## config.mk

```make
export PLATFORM = sky130hd
export DESIGN_NAME = cpu_int_rdy_ctrl
export DESIGN_NICKNAME = d
export VERILOG_FILES = /design/src/rtl/cpu_int_rdy_ctrl.sv
export SDC_FILE = /design/constraint.sdc
export NUM_CORES = 1
export LEC_CHECK = 0
export CAP_MARGIN = 25
export CORE_MARGIN = 3
export CORE_UTILIZATION = 47
export DETAILED_ROUTE_END_ITERATION = 6
export PLACE_DENSITY = 0.79
export RECOVER_POWER = 25
export SYNTH_ARGS = -nofsm -noshare
export SYNTH_HDL_FRONTEND = slang
export SYNTH_SLANG_ARGS = --single-unit
export TNS_END_PERCENT = 100
```

## constraint.sdc

```tcl
create_clock -name phi2 -period 1.4 [get_ports phi2]
set_input_delay 0.14 -clock phi2 [delete_from_list [all_inputs] [get_ports phi2]]
set_output_delay 0.14 -clock phi2 [all_outputs]
set_load 0.03 [all_outputs]
```

## src/rtl/cpu_int_rdy_ctrl.sv

```systemverilog
// cpu_int_rdy_ctrl
// Interrupt and bus-ready controller that sits between a small CPU and its peripherals.
//   - Eight level-sensitive IRQ sources, each with an enable bit and a sticky pending bit.
//     Software clears a pending bit by writing 1 to it.
//   - One edge-triggered NMI with an enable bit, a sticky status bit and an acknowledge
//     handshake from the CPU.
//   - A RUN / WAIT_READ / HALTED machine that drives RDY and grants the bus to a DMA engine.
//     The CPU only honours RDY=0 on a read, so the grant waits until a read is seen.
//
// Register map (reg_addr):
//   0 IRQEN  : read/write interrupt enables
//   1 IRQST  : pending bits; write 1 to clear
//   2 NMICTL : bit0 nmi_en (r/w), bit7 NMI status (ro), write 1 to bit6 clears the status
//   3 PRIO   : lowest pending enabled index, or 8'h80 when idle (read-only)
//
// Optional build macro: IRQ_PRIO_EN
//   defined   -> PRIO is backed by a priority encoder
//   undefined -> PRIO reads 8'h00 and no encoder is built
// Writes to address 3 are always ignored.

module cpu_int_rdy_ctrl (
    input  logic       phi2,
    input  logic       rst,
    input  logic [7:0] irq_src,
    input  logic       nmi_src,
    input  logic       nmi_ack,
    input  logic       cpu_rw,
    input  logic       dma_req,
    input  logic       reg_we,
    input  logic [1:0] reg_addr,
    input  logic [7:0] reg_wdata,
    output logic [7:0] reg_rdata,
    output logic       nmi,
    output logic       irq,
    output logic       RDY,
    output logic       dma_gnt
);

    localparam logic [1:0] ADDR_IRQEN  = 2'd0;
    localparam logic [1:0] ADDR_IRQST  = 2'd1;
    localparam logic [1:0] ADDR_NMICTL = 2'd2;
    localparam logic [1:0] ADDR_PRIO   = 2'd3;

    localparam int NMI_EN_BIT   = 0;
    localparam int NMI_CLR_BIT  = 6;

    // ------------------------------------------------------------------
    // Register file state
    // ------------------------------------------------------------------
    logic [7:0] irq_en_reg;
    logic [7:0] irq_en_next;
    logic [7:0] irq_pend_reg;
    logic [7:0] irq_pend_next;
    logic       irq_reg;
    logic       irq_next;

    logic       nmi_en_reg;
    logic       nmi_stat_reg;
    logic       nmi_reg;
    logic [1:0] nmi_hist_reg;   // [0] = newest sample of nmi_src, [1] = the one before

    // Decoded write strobes
    logic       wr_irqen;
    logic       wr_irqst;
    logic       wr_nmictl;

    assign wr_irqen  = reg_we && (reg_addr == ADDR_IRQEN);
    assign wr_irqst  = reg_we && (reg_addr == ADDR_IRQST);
    assign wr_nmictl = reg_we && (reg_addr == ADDR_NMICTL);

    // Enable register takes the written value on the same edge
    assign irq_en_next = wr_irqen ? reg_wdata : irq_en_reg;

    // ------------------------------------------------------------------
    // Per-bit pending logic
    //   set    : source high while currently enabled (wins over W1C)
    //   clear  : software W1C on IRQST
    //   drop   : software writes the enable bit to 0 (dominant)
    // ------------------------------------------------------------------
    logic [7:0] pend_set;
    logic [7:0] pend_clr;
    logic [7:0] pend_drop;

    genvar gi;
    generate
        for (gi = 0; gi < 8; gi++) begin : g_pend
            assign pend_set[gi]      = irq_src[gi] & irq_en_reg[gi];
            assign pend_clr[gi]      = wr_irqst & reg_wdata[gi];
            assign pend_drop[gi]     = wr_irqen & ~reg_wdata[gi];
            assign irq_pend_next[gi] = ~pend_drop[gi] &
                                       (pend_set[gi] | (irq_pend_reg[gi] & ~pend_clr[gi]));
        end
    endgenerate

    // irq follows the state the pending/enable registers are about to take,
    // so a source pulse shows up on irq at the same edge that latches it.
    assign irq_next = |(irq_pend_next & irq_en_next);

    // Interrupt enable, pending and irq output registers
    always_ff @(posedge phi2) begin
        if (rst) begin
            irq_en_reg   <= 8'h00;
            irq_pend_reg <= 8'h00;
            irq_reg      <= 1'b0;
        end else begin
            irq_en_reg   <= irq_en_next;
            irq_pend_reg <= irq_pend_next;
            irq_reg      <= irq_next;
        end
    end

    // ------------------------------------------------------------------
    // NMI edge detection and handshake
    // A rising edge is two consecutive samples 0 then 1; the request is
    // raised on the edge after the second sample.
    // ------------------------------------------------------------------
    logic nmi_rise;
    logic nmi_fire;

    assign nmi_rise = nmi_hist_reg[0] & ~nmi_hist_reg[1];
    assign nmi_fire = nmi_rise & nmi_en_reg;

    // NMI sample history, enable, sticky status and request output
    always_ff @(posedge phi2) begin
        if (rst) begin
            nmi_hist_reg <= 2'b00;
            nmi_en_reg   <= 1'b0;
            nmi_stat_reg <= 1'b0;
            nmi_reg      <= 1'b0;
        end else begin
            nmi_hist_reg <= {nmi_hist_reg[0], nmi_src};

            if (wr_nmictl) begin
                nmi_en_reg <= reg_wdata[NMI_EN_BIT];
            end

            // A fresh edge beats a software clear of the status bit
            if (nmi_fire) begin
                nmi_stat_reg <= 1'b1;
            end else if (wr_nmictl && reg_wdata[NMI_CLR_BIT]) begin
                nmi_stat_reg <= 1'b0;
            end

            // A fresh edge in the ack cycle keeps the request asserted
            if (nmi_fire) begin
                nmi_reg <= 1'b1;
            end else if (nmi_ack) begin
                nmi_reg <= 1'b0;
            end
        end
    end

    // ------------------------------------------------------------------
    // RDY / DMA grant state machine
    // ------------------------------------------------------------------
    typedef enum logic [1:0] {
        ST_RUN       = 2'd0,
        ST_WAIT_READ = 2'd1,
        ST_HALTED    = 2'd2
    } bus_state_t;

    bus_state_t state_reg;
    logic       rdy_reg;
    logic       gnt_reg;

    // Bus ownership sequencing with registered RDY / dma_gnt
    always_ff @(posedge phi2) begin
        if (rst) begin
            state_reg <= ST_RUN;
            rdy_reg   <= 1'b1;
            gnt_reg   <= 1'b0;
        end else begin
            case (state_reg)
                ST_RUN: begin
                    if (dma_req) begin
                        state_reg <= ST_WAIT_READ;
                        rdy_reg   <= 1'b0;
                        gnt_reg   <= 1'b0;
                    end
                end
                ST_WAIT_READ: begin
                    // The CPU keeps running through writes; only a read cycle
                    // actually stalls it, so the grant waits for cpu_rw=1.
                    if (!dma_req) begin
                        state_reg <= ST_RUN;
                        rdy_reg   <= 1'b1;
                        gnt_reg   <= 1'b0;
                    end else if (cpu_rw) begin
                        state_reg <= ST_HALTED;
                        rdy_reg   <= 1'b0;
                        gnt_reg   <= 1'b1;
                    end
                end
                ST_HALTED: begin
                    if (!dma_req) begin
                        state_reg <= ST_RUN;
                        rdy_reg   <= 1'b1;
                        gnt_reg   <= 1'b0;
                    end
                end
                default: begin
                    state_reg <= ST_RUN;
                    rdy_reg   <= 1'b1;
                    gnt_reg   <= 1'b0;
                end
            endcase
        end
    end

    // ------------------------------------------------------------------
    // Priority readback
    // ------------------------------------------------------------------
    logic [7:0] prio_value;

`ifdef IRQ_PRIO_EN
    logic [7:0] irq_active;
    assign irq_active = irq_pend_reg & irq_en_reg;

    // Lowest-numbered active source wins; 8'h80 flags "nothing pending"
    always_comb begin
        prio_value = 8'h80;
        for (int i = 7; i >= 0; i--) begin
            if (irq_active[i]) begin
                prio_value = {5'b00000, 3'(i)};
            end
        end
    end
`else
    assign prio_value = 8'h00;
`endif

    // Combinational register readback
    always_comb begin
        reg_rdata = 8'h00;
        case (reg_addr)
            ADDR_IRQEN:  reg_rdata = irq_en_reg;
            ADDR_IRQST:  reg_rdata = irq_pend_reg;
            ADDR_NMICTL: reg_rdata = {nmi_stat_reg, 6'b000000, nmi_en_reg};
            ADDR_PRIO:   reg_rdata = prio_value;
            default:     reg_rdata = 8'h00;
        endcase
    end

    assign irq     = irq_reg;
    assign nmi     = nmi_reg;
    assign RDY     = rdy_reg;
    assign dma_gnt = gnt_reg;

endmodule

```

* After elaboration in Yosys (flattened, before gate mapping)
Index checks and enable logic that the tools add are counted.
Storage, ports and cells: logic and storage cells 124, RAM bits 0, register bits 26, bits of input ports 25, latch bits 0, output and inout bits 12, memories 0, bits in read-only memories 0
Cells by class: order comparisons 0, shift operators 0, reduce and logical (&&, ||, !) cells 10, equality and inequality tests 8, bitwise gates (word level) 76, add/sub/neg operators 0, multiplexer cells 20, divide/modulo/power cells 0, $mul 0
Operators with widths (count):
- AND 1 bit | 42
- one-hot mux 8 bit (4 select lines) | 1
- inverter 1 bit | 25
- 2-to-1 mux 1 bit | 11
- AND 8 bit | 1
- 2-to-1 mux 2 bit | 4
- 2-to-1 mux 8 bit | 1
- OR 1 bit | 8
- OR reduction 8 bit | 1
- == test 2 bit (second input constant) | 3
- one-hot mux 1 bit (3 select lines) | 2
- one-hot mux 2 bit (3 select lines) | 1
- == test 2 x 1 -> 1 bit (second input constant) | 2
- logical AND 1 bit | 4
- logical NOT 2 bit | 2
- inequality test 2 bit (second input constant) | 2
- nonzero test 2 bit | 2
- inequality test 3 bit (second input constant) | 1
- AND reduction 3 bit | 1

* Logic depth before layout (Yosys ltp)
Gate-level depths: netlist of run 1.
word-level depth 9, mapped depth 7, mapped depth without buffers 5

* Least setup slack after synthesis of run 1
No wires, ideal clock.
path type register to output, start point register irq_en_reg[0], end point output reg_rdata[0], setup slack 0.171 ns, path buffers 0, arrival time 1.089 ns, required time 1.260 ns, stages on the path, launching flop included 3, cell sequence dfxtp_1 -> mux2i_1 -> o21ai_0
On the way: word-level cells in the longest chain between the ends 1
RTL lines:
- start: declaration | RTL line 50 | logic [7:0] irq_en_reg;
- start signal: assignment | RTL line 106 | irq_en_reg <= irq_en_next;
- one-hot mux 8 bit (4 select lines) | RTL line 235 | case (reg_addr)
- end: declaration | RTL line 32 | output logic [7:0] reg_rdata,
Every way passes these cells.

==> impl_metrics.toml, run 1 <==
[outcome]
outcome = "finished, final reports clean"

[power_and_ir_drop]
max-vdd-ir-drop_mv = 0.719
p_leak_uw = 0.000749
powerDensity_nw_per_um2 = 746
total_power_uw = 1380

[worst_hold_path]
holdPathEnd = "nmi_stat_reg"
hold_path_class = "input pin to register"
hold_depth = 5
holdCritStartpoint = "reg_we"

[clock_network]
root_buffer = "clkbuf_4"
path_clk_slew_ns = 0.14
cts.sinks = 25
clockBufferDepth = 2
insertion_delay_ns = 0.32
cts_hold_buf = 0
cts_inserted_buffers = 3
cts_tree = "built"
htree_levels = 1

[timing]
finClkSkew_ns = 0.00753
fmax_ghz = 0.771
final.setup.tns_ns = 0
rsz0062_at_grt = "false"
worst_pin_slew_ns = 0.545
setup_viol = 0
post-route-min-period_ns = 1.30
drv_slew = 0
finalHoldViolCount = 0
relSlewSlack_pct = 63.6
fin_ws_ns = 0.102
timing.final.crit_share_pct = 92.7

[synthesis]
synth_top_family_by_area = "compound AO/OA/AOI/OAI gates"
ys_ff_latch = 25
synth_compound_area_share_pct = 25.2
netlist_instances = 151
yosys.area_share.simple_pct = 22.3
yosysWarningCount = 0
synth_cell_types = 32
syn_area_sq_um = 1290
post_synth.cell_area_avg_sq_um = 8.54
synthAdderAreaFrac_pct = 0.776
syn_nets = 176
synthXorXnorAreaFrac_pct = 0
synth.area.mux_share_pct = 7.76
synth-seq-area-share_pct = 38.8

[routing]
drt_drc_violations_left = 0
vias_per_cell = 5.59
drtIter0Drc = 51
vias = 1341
wl_per_cell_um = 14.8
wirelength_um = 3560
ant_nets = 0
firstDrtPassIters = 5

[placement]
gp_congestion = 0.744
place_inst = 235
numPortBuffers = 36
place_hpwl_um = 2730
preCtsSetupSlack_ns = -0.567

[global_routing]
overflow = 0
antenna_found_initial = 0
grt_max_degree = 26
use_met1_pct = 27.2
grt.busiest_layer = "met2"
track_usage_pct = 21.8
first_global_vias = 1346
grt_use_met3_pct = 3.29
use_met2_pct = 36.5
grt_pass1_wl_um = 5850

[critical_path]
setup.worst_path.start_class = "register"
crit_arrival_ns = 1.16
crit_path_max_fanout = 5
rr_worst_depth = 5
crit_path_max_incr_delay_ns = 0.42
path_delay_family = "buffers and inverters"
crit_buf_inv = 1
cp-end-kind = "primary output"
critPathSlowestCell = "dlygate4sd2_1"
path_cells = "dlygate4sd2_1"
critical_path_required_ns = 1.26
worstReg2RegStart = "irq_pend_reg[5]"
regToRegSetupSlack_ns = 0.19
crit_type = "register to primary output"
r2r_end = "irq"

[floorplan]
die_y_um = 58.4
dieArea_sq_um = 3410
start_util_pct = 50.7
ioPinCount = 37
rows = 18
die_w_um = 58.4
coreArea_sq_um = 2540

[cells_and_area]
drive_above_1_share_pct = 22.9
instances_no_fill = 240
mostFrequentLayoutCell = "buf_4"
layout.nets = 236
layout_common_cells = "buf_4 (32), dfxtp_1 (25), nand2_1 (22), clkdlybuf4s50_1 (20), a21oi_1 (19)"
utilization_pct = 72.5
area_growth_pct = 43.0
antenna_cells_inserted = 0

[run]
maxCapViolCount = 0
[layout make-up]
cell class,count,area (sq um)
clock inverter,1,7.51
clock buffer,3,22.5
multi-input combinational,118,741
inverter,1,3.75
sequential,25,500
timing repair buffer,62,532
tap,30,37.5
fill,204,701
[kinds of logic after synthesis]
| logic type | after synthesis |
|---|---|
| AO/OA/AOI/OAI | 45 |
| adder cells (fa/ha/maj) | 1 |
| buffers and inverters | 9 |
| flip-flops | 25 |
| multiplexers | 10 |
| AND/OR/NAND/NOR | 61 |
[per-layer routing]
metal	wire length (um)	part of all wire [%]	vias up
met3	192	5.4	6
li1	-	-	666
met2	1800	51	40
met1	1520	43	629
met5	0	0	-
met4	48	1.3	0
[Yosys cell counts (all sizes together)]
cell type | number | area, sq um
nand3b | 1 | 7.51
and3 | 1 | 6.26
a21boi | 8 | 75.1
and2 | 1 | 6.26
a211oi | 1 | 7.51
clkbuf | 1 | 3.75
buf | 7 | 58.8
a22oi | 4 | 30.0
maj3 | 1 | 10.0
and4 | 1 | 8.76
nor2 | 16 | 67.6
nor3 | 9 | 45.0
o22ai | 1 | 6.26
and3b | 1 | 8.76
a41oi | 1 | 16.3
mux2i | 10 | 100
nand3 | 1 | 5.00
nand2 | 22 | 82.6
dfxtp | 25 | 500
inv | 1 | 3.75
o21ai | 3 | 18.8
a21oi | 19 | 95.1
nor2b | 5 | 31.3
o221ai | 8 | 76.3
nand2b | 3 | 18.8
[timing repair]
item | CTS | global route
endpoints found under the setup margin | 17 | 1
resized for setup | 10 | 1
setup buffers | 0 | 0
gates cloned | 1 | 0
[where the power goes]
part	switching (uW)	internal, uW
registers	18.6	736
logic	138	149
clock network	225	109
[worst register-to-register path, delay by kind of cell (launching register included)]
kind | cells | cell delay, ns
AO/OA/AOI/OAI | 4 | 0.57
flip-flops | 1 | 0.35
AND/OR/NAND/NOR | 1 | 0.18
[how the worst max path moves through the flow]
stage / slack [ns] / end / cells after the start / start
floorplan: 0.17 / reg_rdata[0] / 2 / irq_en_reg[0]
global placement: -0.50 / irq / 6 / reg_addr[0]
detailed placement: -0.57 / irq / 6 / reg_addr[0]
CTS: 0.04 / irq / 6 / reg_we
global route: 0.001 / reg_rdata[0] / 3 / irq_en_reg[0]
finish: 0.10 / dma_gnt / 1 / state_reg[1]
[per-stage QoR]
| step | area (sq um) | hold slack [ns] |
|---|---|---|
| after global placement | 1810 | 0.449 |
| final | 1840 | 0.352 |
| after floorplan | 1290 | 0.212 |
| after global routing | 1840 | 0.363 |
| after CTS | 1860 | 0.365 |
| after detailed placement | 1810 | 0.467 |
(Power assumes the default switching activity.)
==> inputs of run 2 (changes only) <==
--- a/config.mk
+++ b/config.mk
@@ -6,7 +6,6 @@
 export NUM_CORES = 1
 export LEC_CHECK = 0
 export CAP_MARGIN = 25
-export CORE_MARGIN = 3
 export CORE_UTILIZATION = 47
 export DETAILED_ROUTE_END_ITERATION = 6
 export PLACE_DENSITY = 0.79
==> impl_metrics.toml, run 2 (same netlist as run 1, synthesis figures left out) <==
[outcome]
outcome = "finished, final reports clean"

[power_and_ir_drop]
pwr-share-seq_pct = 53.8
p_int_uw = 1030
swShare_pct = 26.6
powerDensity_nw_per_um2 = 715
pwr-share-clk_pct = 23.0
max-vdd-ir-drop_mv = 0.928
p_leak_uw = 0.000807
comb_power_share_pct = 23.2
switchingPower_uw = 373

[cells_and_area]
n_fill_cell = 182
drive_above_1_share_pct = 26.7
layout_common_cells = "buf_4 (36), dfxtp_1 (25), nand2_1 (22), clkdlybuf4s50_1 (20), a21oi_1 (19)"
layout.nets = 243
mostFrequentLayoutCell = "buf_4"
multiInputGateArea_sq_um = 747
antenna_cells_inserted = 0
fin_area_sq_um = 1960
instances_no_fill = 247
area_growth_pct = 51.7
regArea_sq_um = 500

[critical_path]
crit_arrival_ns = 1.15
r2r_end = "irq"
path_cells = "mux2i_1 > o21ai_1 > buf_4"
worstReg2RegStart = "irq_pend_reg[5]"
setup.worst_path.start_class = "register"
crit_path_max_incr_delay_ns = 0.41
crit_buf_inv = 1
crit_path_max_fanout = 4
critPathSlowestCell = "dfxtp_1"
regToRegSetupSlack_ns = 0.18
path_delay_family = "flip-flops"
critical_path_required_ns = 1.26
cp-end-kind = "primary output"
crit_type = "register to primary output"
rr_worst_depth = 5

[floorplan]
rows = 18
ioPinCount = 37
die_y_um = 54.4
die_w_um = 54.4
start_util_pct = 50.7
coreArea_sq_um = 2540
dieArea_sq_um = 2960

[global_routing]
use_met1_pct = 30.4
grt_max_degree = 26
grt_use_met3_pct = 7.22
grt.busiest_layer = "met2"
antenna_found_initial = 0
track_usage_pct = 26.4
overflow = 0
first_global_vias = 1301
use_met2_pct = 47.6
grt_pass1_wl_um = 5570

[timing]
drv_slew = 0
fmax_ghz = 0.775
worst_pin_slew_ns = 0.556
post-route-min-period_ns = 1.29
finClkSkew_ns = 0.00499
timing.final.crit_share_pct = 92.1
finalHoldViolCount = 0
setup_viol = 0
relSlewSlack_pct = 62.9
fin_ws_ns = 0.110

[routing]
drt_drc_violations_left = 0
wirelength_um = 3560
ant_nets = 0
firstDrtPassIters = 4
vias_per_cell = 5.60
vias = 1384
drtIter0Drc = 20
wl_per_cell_um = 14.4

[clock_network]
clockBufferDepth = 2
cts_tree = "built"
cts_inserted_buffers = 3
path_clk_slew_ns = 0.13
root_buffer = "clkbuf_4"
cts_hold_buf = 0
cts.sinks = 25
insertion_delay_ns = 0.32
htree_levels = 1

[placement]
numPortBuffers = 36
place_hpwl_um = 2660
preCtsSetupSlack_ns = -0.343
gp_congestion = 0.840
dpl_cell_area_sq_um = 1860
place_inst = 239

[worst_hold_path]
hold_depth = 5
holdCritStartpoint = "reg_we"
hold_path_class = "input pin to register"
holdPathEnd = "nmi_stat_reg"

[run]
maxCapViolCount = 0
==> run 2: cell type report <==
type,instances,area share (%)
clock buffers,4,1.34
inverters,1,0.192
multi-input cells,117,38.2
flip-flops and latches,25,25.6
well taps,30,1.92
repair buffers,70,32.8
==> run 2: worst max-delay path by stage <==
stage	start	end	slack, ns	cells after the start
6_report	irq_en_reg[0]	reg_rdata[0]	0.11	3
5_1_grt	irq_en_reg[0]	reg_rdata[0]	-0.001	3
4_1_cts	reg_addr[0]	reg_rdata[0]	0.007	7
3_5_place_dp	reg_addr[1]	irq	-0.34	7
3_3_place_gp	reg_addr[1]	irq	-0.25	8
2_1_floorplan	irq_en_reg[0]	reg_rdata[0]	0.17	2
==> run 2: metal layers <==
metal | part of all wire, % | wire (um)
met4 | 1.4 | 50
met5 | 0 | 0
met2 | 51 | 1830
met3 | 5.3 | 189
met1 | 42 | 1490
==> run 2: power by group through the flow <==
stage / Sequential (uW) / Clock (uW) / Combinational (uW)
2_1_floorplan: 776 / 0 / 115
3_5_place_dp: 769 / 0 / 304
4_1_cts: 753 / 333 / 325
3_3_place_gp: 768 / 0 / 294
6_report: 753 / 322 / 324
5_1_grt: 756 / 359 / 349
==> run 2: worst min-delay path: cells and delay by family <==
family / cells / cell delay (ns)
buffers and inverters: 2 / 0.25
AOI/OAI and AO/OA: 1 / 0.06
and+or+nand+nor: 2 / 0.13
==> run 2: repair_timing <==
action	in CTS	in global routing
cloned	1	0
gates resized for setup	14	7
setup buffers	2	1
pin swaps	0	2
setup endpoints to repair	13	3
==> run 2: stage by stage <==
| stage | total power, uW | hold WS, ns | util, % | TNS, ns |
|---|---|---|---|---|
| 6_report | 1400 | 0.292 | 76.9 | 0 |
| 3_5_place_dp | 1070 | 0.457 | 72.9 | -3.74 |
| 2_1_floorplan | 892 | 0.212 | - | 0 |
| 3_3_place_gp | 1060 | 0.448 | 72.9 | -2.48 |
| 4_1_cts | 1410 | 0.355 | 76.6 | 0 |
| 5_1_grt | 1460 | 0.333 | 76.9 | -0.00146 |
